===== src/rtl/capture_sequencer_pkg.sv =====
// Shared constants and types for the logic-analyzer capture sequencer.
// Project-wide `define constants (holdoff width, default address width and
// the CAP_* state encodings) live at the top of this file so that every
// file compiled after it sees them. Optional build macro used by the top:
// ILA_TRIGGER_SYNC_EN.
`ifndef CAPTURE_SEQUENCER_DEFINES
`define CAPTURE_SEQUENCER_DEFINES
`define HOLDOFF_WIDTH  8
`define CAP_ADDR_WIDTH 4
`define CAP_IDLE       3'd0
`define CAP_FILL       3'd1
`define CAP_PRIMED     3'd2
`define CAP_HOLDOFF    3'd3
`define CAP_STOPPED    3'd4
`define CAP_READOUT    3'd5
`endif

package capture_sequencer_pkg;

    localparam int STATE_WIDTH = 3;

    typedef enum logic [STATE_WIDTH-1:0] {
        ST_IDLE    = `CAP_IDLE,
        ST_FILL    = `CAP_FILL,
        ST_PRIMED  = `CAP_PRIMED,
        ST_HOLDOFF = `CAP_HOLDOFF,
        ST_STOPPED = `CAP_STOPPED,
        ST_READOUT = `CAP_READOUT
    } cap_state_t;

    // States in which the sample RAM is being written.
    function automatic logic is_writing(input cap_state_t s);
        return (s == ST_FILL) || (s == ST_PRIMED) || (s == ST_HOLDOFF);
    endfunction

endpackage


===== src/rtl/capture_sequencer_trigger_conditioner.sv =====
// Trigger conditioner: two-flop synchroniser followed by a rising-edge
// detector. A level held high produces a single one-cycle pulse, two cycles
// after the input rose.
module trigger_conditioner (
    input  logic clk,
    input  logic reset,
    input  logic i_trigger,
    output logic o_pulse
);

    logic sync1;
    logic sync2;
    logic sync_prev;

    // Synchronise the raw trigger and keep one cycle of history for edge detect.
    always_ff @(posedge clk or negedge reset) begin
        if (!reset) begin
            sync1     <= 1'b0;
            sync2     <= 1'b0;
            sync_prev <= 1'b0;
        end else begin
            sync1     <= i_trigger;
            sync2     <= sync1;
            sync_prev <= sync2;
        end
    end

    assign o_pulse = sync2 & ~sync_prev;

endmodule


===== src/rtl/capture_sequencer.sv =====
// capture_sequencer: capture controller for the internal logic analyzer.
// Walks the sample-RAM write pointer through FILL, PRIMED and HOLDOFF,
// records where the trigger sample landed, then reads the whole buffer back
// oldest-first over a valid/ready port.
// Build macro ILA_TRIGGER_SYNC_EN: when defined, i_trigger goes through a
// synchroniser and rising-edge detector; otherwise it is used directly as a level.
//
// Readout handshake: an address transfers on every cycle where o_rd_valid and
// i_rd_ready are both high. While o_rd_valid is high and i_rd_ready is low,
// o_rd_addr is held. o_rd_valid only drops without a transfer on abort or reset.
module capture_sequencer
    import capture_sequencer_pkg::*;
#(
    parameter int ADDR_WIDTH    = `CAP_ADDR_WIDTH,
    parameter int HOLDOFF_WIDTH = `HOLDOFF_WIDTH
) (
    input  logic                     clk,
    input  logic                     reset,
    input  logic                     i_arm,
    input  logic                     i_abort,
    input  logic                     i_trigger,
    input  logic [HOLDOFF_WIDTH-1:0] i_holdoff,
    input  logic                     i_rd_ready,
    output logic                     o_wr_en,
    output logic [ADDR_WIDTH-1:0]    o_wr_addr,
    output logic                     o_primed,
    output logic                     o_triggered,
    output logic                     o_stopped,
    output logic [ADDR_WIDTH-1:0]    o_trig_addr,
    output logic [ADDR_WIDTH-1:0]    o_rd_addr,
    output logic                     o_rd_valid,
    output logic                     o_done,
    output logic [STATE_WIDTH-1:0]   o_state
);

    localparam int DEPTH = 1 << ADDR_WIDTH;
    localparam int CMP_W = (HOLDOFF_WIDTH > ADDR_WIDTH) ? HOLDOFF_WIDTH : ADDR_WIDTH;
    localparam logic [ADDR_WIDTH-1:0] ADDR_LAST = ADDR_WIDTH'(DEPTH - 1);
    localparam logic [CMP_W-1:0]      HOLD_MAX  = CMP_W'(DEPTH - 1);

    cap_state_t              state_q;
    cap_state_t              state_d;
    logic                    trig_eff;
    logic                    trig_take;
    logic [CMP_W-1:0]        holdoff_ext;
    logic [ADDR_WIDTH-1:0]   hold_sat;
    logic [ADDR_WIDTH-1:0]   hold_cnt;
    logic [ADDR_WIDTH-1:0]   wr_addr;
    logic [ADDR_WIDTH-1:0]   trig_addr;
    logic [ADDR_WIDTH-1:0]   rd_addr;
    logic [ADDR_WIDTH-1:0]   rd_cnt;
    logic                    triggered;

`ifdef ILA_TRIGGER_SYNC_EN
    trigger_conditioner u_trigger_conditioner (
        .clk       (clk),
        .reset     (reset),
        .i_trigger (i_trigger),
        .o_pulse   (trig_eff)
    );
`else
    assign trig_eff = i_trigger;
`endif

    // Clamp the holdoff to D-1 so post-trigger writes never reach the trigger sample.
    assign holdoff_ext = CMP_W'(i_holdoff);
    assign hold_sat    = (holdoff_ext > HOLD_MAX) ? ADDR_LAST : holdoff_ext[ADDR_WIDTH-1:0];

    // State register.
    always_ff @(posedge clk or negedge reset) begin
        if (!reset) begin
            state_q <= ST_IDLE;
        end else begin
            state_q <= state_d;
        end
    end

    // Next-state and per-state outputs; abort overrides every other event.
    always_comb begin
        state_d    = state_q;
        o_wr_en    = 1'b0;
        o_rd_valid = 1'b0;
        o_done     = 1'b0;
        trig_take  = 1'b0;
        case (state_q)
            ST_IDLE: begin
                if (i_arm) state_d = ST_FILL;
            end
            ST_FILL: begin
                o_wr_en = 1'b1;
                if (wr_addr == ADDR_LAST) state_d = ST_PRIMED;
            end
            ST_PRIMED: begin
                o_wr_en = 1'b1;
                if (trig_eff) begin
                    trig_take = 1'b1;
                    state_d   = (hold_sat == '0) ? ST_STOPPED : ST_HOLDOFF;
                end
            end
            ST_HOLDOFF: begin
                o_wr_en = 1'b1;
                if (hold_cnt == ADDR_WIDTH'(1)) state_d = ST_STOPPED;
            end
            ST_STOPPED: begin
                state_d = ST_READOUT;
            end
            ST_READOUT: begin
                o_rd_valid = 1'b1;
                if (i_rd_ready && (rd_cnt == ADDR_LAST)) begin
                    o_done  = 1'b1;
                    state_d = ST_IDLE;
                end
            end
            default: begin
                state_d = ST_IDLE;
            end
        endcase
        if (i_abort) begin
            state_d   = ST_IDLE;
            trig_take = 1'b0;
            o_done    = 1'b0;
        end
    end

    // Write pointer, trigger record, holdoff countdown and readout pointer.
    always_ff @(posedge clk or negedge reset) begin
        if (!reset) begin
            wr_addr   <= '0;
            trig_addr <= '0;
            hold_cnt  <= '0;
            triggered <= 1'b0;
            rd_addr   <= '0;
            rd_cnt    <= '0;
        end else begin
            if ((state_q == ST_IDLE) && i_arm) begin
                wr_addr <= '0;
            end else if (is_writing(state_q)) begin
                wr_addr <= wr_addr + 1'b1;
            end

            if (trig_take) begin
                trig_addr <= wr_addr;
                hold_cnt  <= hold_sat;
            end else if (state_q == ST_HOLDOFF) begin
                hold_cnt <= hold_cnt - 1'b1;
            end

            if (state_d == ST_IDLE) begin
                triggered <= 1'b0;
            end else if (trig_take) begin
                triggered <= 1'b1;
            end

            // The next write location holds the oldest sample once writing stops.
            if (state_q == ST_STOPPED) begin
                rd_addr <= wr_addr;
                rd_cnt  <= '0;
            end else if ((state_q == ST_READOUT) && i_rd_ready) begin
                rd_addr <= rd_addr + 1'b1;
                rd_cnt  <= rd_cnt + 1'b1;
            end
        end
    end

    assign o_wr_addr   = wr_addr;
    assign o_primed    = (state_q == ST_PRIMED);
    assign o_triggered = triggered;
    assign o_stopped   = (state_q == ST_STOPPED) || (state_q == ST_READOUT);
    assign o_trig_addr = trig_addr;
    assign o_rd_addr   = rd_addr;
    assign o_state     = state_q;

endmodule

===== config.mk =====
export PLATFORM = sky130hd
export DESIGN_NAME = capture_sequencer
export DESIGN_NICKNAME = d
export VERILOG_FILES = /design/src/rtl/capture_sequencer_pkg.sv /design/src/rtl/capture_sequencer_trigger_conditioner.sv /design/src/rtl/capture_sequencer.sv
export SDC_FILE = /design/constraint.sdc
export NUM_CORES = 1
export LEC_CHECK = 0
export ABC_AREA = 1
export BUFFER_PORTS_ARGS = -buffer_cell sky130_fd_sc_hd__buf_2
export CAP_MARGIN = 10
export CORE_AREA = 2 2 61 63
export CTS_BUF_LIST = sky130_fd_sc_hd__clkbuf_8
export CTS_CLUSTER_DIAMETER = 80
export DETAILED_ROUTE_END_ITERATION = 10
export DIE_AREA = 0 0 63 65
export PLACE_DENSITY = 0.6
export SETUP_SLACK_MARGIN = 0.15
export SLEW_MARGIN = 25
export SYNTH_ARGS = -nofsm -noshare
export SYNTH_HDL_FRONTEND = slang
export SYNTH_SLANG_ARGS = --single-unit

===== constraint.sdc =====
create_clock -name clk -period 1.6 [get_ports clk]
set_clock_uncertainty 0.1 [all_clocks]
set_input_delay 0.32 -clock clk [delete_from_list [all_inputs] [get_ports clk]]
set_output_delay 0.32 -clock clk [all_outputs]
set_load 0.03 [all_outputs]

==> impl_metrics.toml <==
[status]
status = "finished, violations left"
violations = "setup timing"

[timing]
slew_headroom_pct = 64.1
tightest_slew_ps = 539
hold_viol = 0
rsz0062_at_grt = "yes"
setup_viol = 3
fin_ws_ps = -142
final_max_slew_viol_count = 0
finalCriticalPeriod_ps = 1740
fmax_ghz = 0.574
finalCritPeriodShare_pct = 109

[worst_hold_path]
hp-class = "input port to register"

[pwr]
power.total_mw = 1.67
leakage_nw = 1.06
ir_drop_mv = 0.338
power_density_nw_per_um2 = 814

[clocking]
cts_buffer_depth = 2
cts_tree = "yes"
clk_latency_ps = 270
ctsHtreeMaxLevel = 1
clk_pin_slew_ps = 90
root_buffer = "clkbuf_8"
clock_sinks = 24
cts_buffers = 3

[layout]
utilization_pct = 58.8
final_cell_mix = "29 x nand2_1, 24 x buf_2, 19 x inv_1, 19 x dfrtp_1, 18 x buf_6"
layoutNonFillerInstCount = 282
num_antenna_cells = 0
layout_commonest_cell = "nand2_1"
drive_gt1_share_pct = 44.0
final_nets = 254
area_delta_synth_final_pct = 53.7

[placed_design]
placedCellCount = 256
gp_congestion = 0.773
dpl.hpwl_mm = 2.34
io_buffer_count = 34

[setup_path]
crit_family = "flip-flops"
path_buf_inv = 1
crit_arrival_ps = 1320
setup.worst_path.class = "register to output pin"
cpMaxStageDelayCell = "dfrtp_1"
crit_path_max_fanout = 2
end_kind = "output pin"
critPathMaxStageDelay_ps = 380
crit_path_start_kind = "register"
crit_chain = "ha_2 -> nand2_2 -> nor2_2 -> and3_4 -> buf_6"
critPathRequiredTime_ps = 1180

[global_route]
grt.overflow.total = 0
grt.total_usage_pct = 17.3
first_global_vias = 1249
grt_max_degree = 25
antenna_found_initial = 0
grt_pass1_wl_mm = 5.56

[synth]
synth_top_cells_by_area = "dfrtp_1 45%, nand2_1 9.3%, inv_1 7.3%"
synth_top_area_share_pct = 44.9
ys_seq_area_share_pct = 44.9
syn_avg_cell_area_um2 = 7.82
yosysWarnings = 0
synthesis.area_um2 = 1340
synth-seq-cells = 24
yosysTopAreaCell = "dfrtp_1"
synth_nets = 190
synthCells = 171
synth_cell_type_count = 28

[die]
die_area_um2 = 4100
die_h_um = 65
coreArea_um2 = 3500
initial_core_util_pct = 38.3
die_x_um = 63
num_io_pins = 35
rows = 22

[route]
drt_pass1_iterations = 4
wl_per_cell_um = 11.8
drc = 0
drt-total-wl_mm = 3.33
vias = 1306
drt_iter0_drc = 55
ant_nets = 0
vias_per_cell = 4.63

[run]
cap_violations = 0
-- report_power, final --
part           leakage [nW]  total [mW]  switching, mW  internal [mW]
registers             0.294       0.717         0.0546          0.663
logic                 0.730       0.414          0.242          0.172
clock network        0.0357       0.543          0.208          0.335
-- registers in the layout, summed over array words and instances, names as in the netlist --
| name | flops |
|---|---|
| o_triggered | 1 |
| o_trig_addr | 4 |
| hold_cnt | 4 |
| o_wr_addr | 4 |
| o_state | 3 |
| rd_cnt | 4 |
| o_rd_addr | 4 |
-- tightest hold or removal path, delay by kind of cell --
kind / cells / cell delay (ps)
AOI/OAI and AO/OA: 2 / 170
buffers and inverters: 1 / 80
-- stage by stage --
stage	hold WS (ps)	setup TNS (ps)	setup slack [ps]	cell area, um2
final	237	-320	-142	2060
after global routing	266	-599	-205	2060
after CTS	233	-109	-103	1850
after detailed placement	249	0	59.1	1610
after global placement	254	0	50.9	1610
after floorplan	-75.6	0	16.4	1360
-- kinds of logic after synthesis --
family / Yosys count / share of synthesized area (%)
DFF: 24 / 44.9
and+or+nand+nor: 79 / 26.3
adders and majority gates: 5 / 4.68
xor gates and xnor gates: 4 / 2.62
AOI/OAI and AO/OA: 29 / 13.0
buffers and inverters: 30 / 8.51
-- cells in the mapped netlist, drive strengths merged --
library cell / number
a211oi: 1
nand3: 15
buf: 1
a21oi: 5
and3: 1
xor2: 3
a22o: 1
o21a: 1
xnor2: 1
nand3b: 2
nor2: 23
o211ai: 1
o21ai: 14
o31ai: 2
ha: 5
a31oi: 1
inv: 29
nor3: 1
or2: 1
nand2: 36
o22ai: 2
dfrtp: 24
o221ai: 1
-- cell type report --
class / instances / area (um2)
timing repair buffer: 60 / 460
multi-input combinational: 117 / 741
fill: 331 / 1440
clock inverter: 1 / 30.0
clock buffer: 3 / 41.3
inverter: 29 / 116
sequential: 24 / 607
tap: 48 / 60.1
-- per-layer routing --
| metal | routed length [um] | global-route usage [%] | vias to the layer above | share of wire [%] |
|---|---|---|---|---|
| met1 | 1550 | 22.7 | 589 | 47 |
| met5 | 0 | 0 | - | 0 |
| met4 | 47 | 7.50 | 0 | 1.4 |
| met2 | 1580 | 28.6 | 35 | 47 |
| met3 | 152 | 2.08 | 4 | 4.6 |
| li1 | - | - | 678 | - |
-- final timing paths --
kind,startpoint,to,slack (ps),cells past startpoint
setup / recovery,rd_cnt[1],o_done,-140,5
hold / removal,i_holdoff[1],hold_cnt[1],240,3
setup reg to reg,rd_cnt[1],o_triggered,70,11
hold reg to reg,rd_cnt[3],rd_cnt[3],370,1
max in group asynchronous,reset,o_wr_addr[0],550,2
min in group asynchronous,reset,rd_cnt[2],460,2
-- timing repair --
| item | 4_1_cts | 5_1_grt |
|---|---|---|
| setup buffers | 9 | 12 |
| endpoints found under the setup margin | 13 | 27 |
| endpoints found under the hold margin | 24 | 0 |
| hold buffers | 1 | 0 |
| pin swaps | 8 | 11 |
| gates resized for setup | 27 | 43 |
Power figures use the tool's default switching activity.
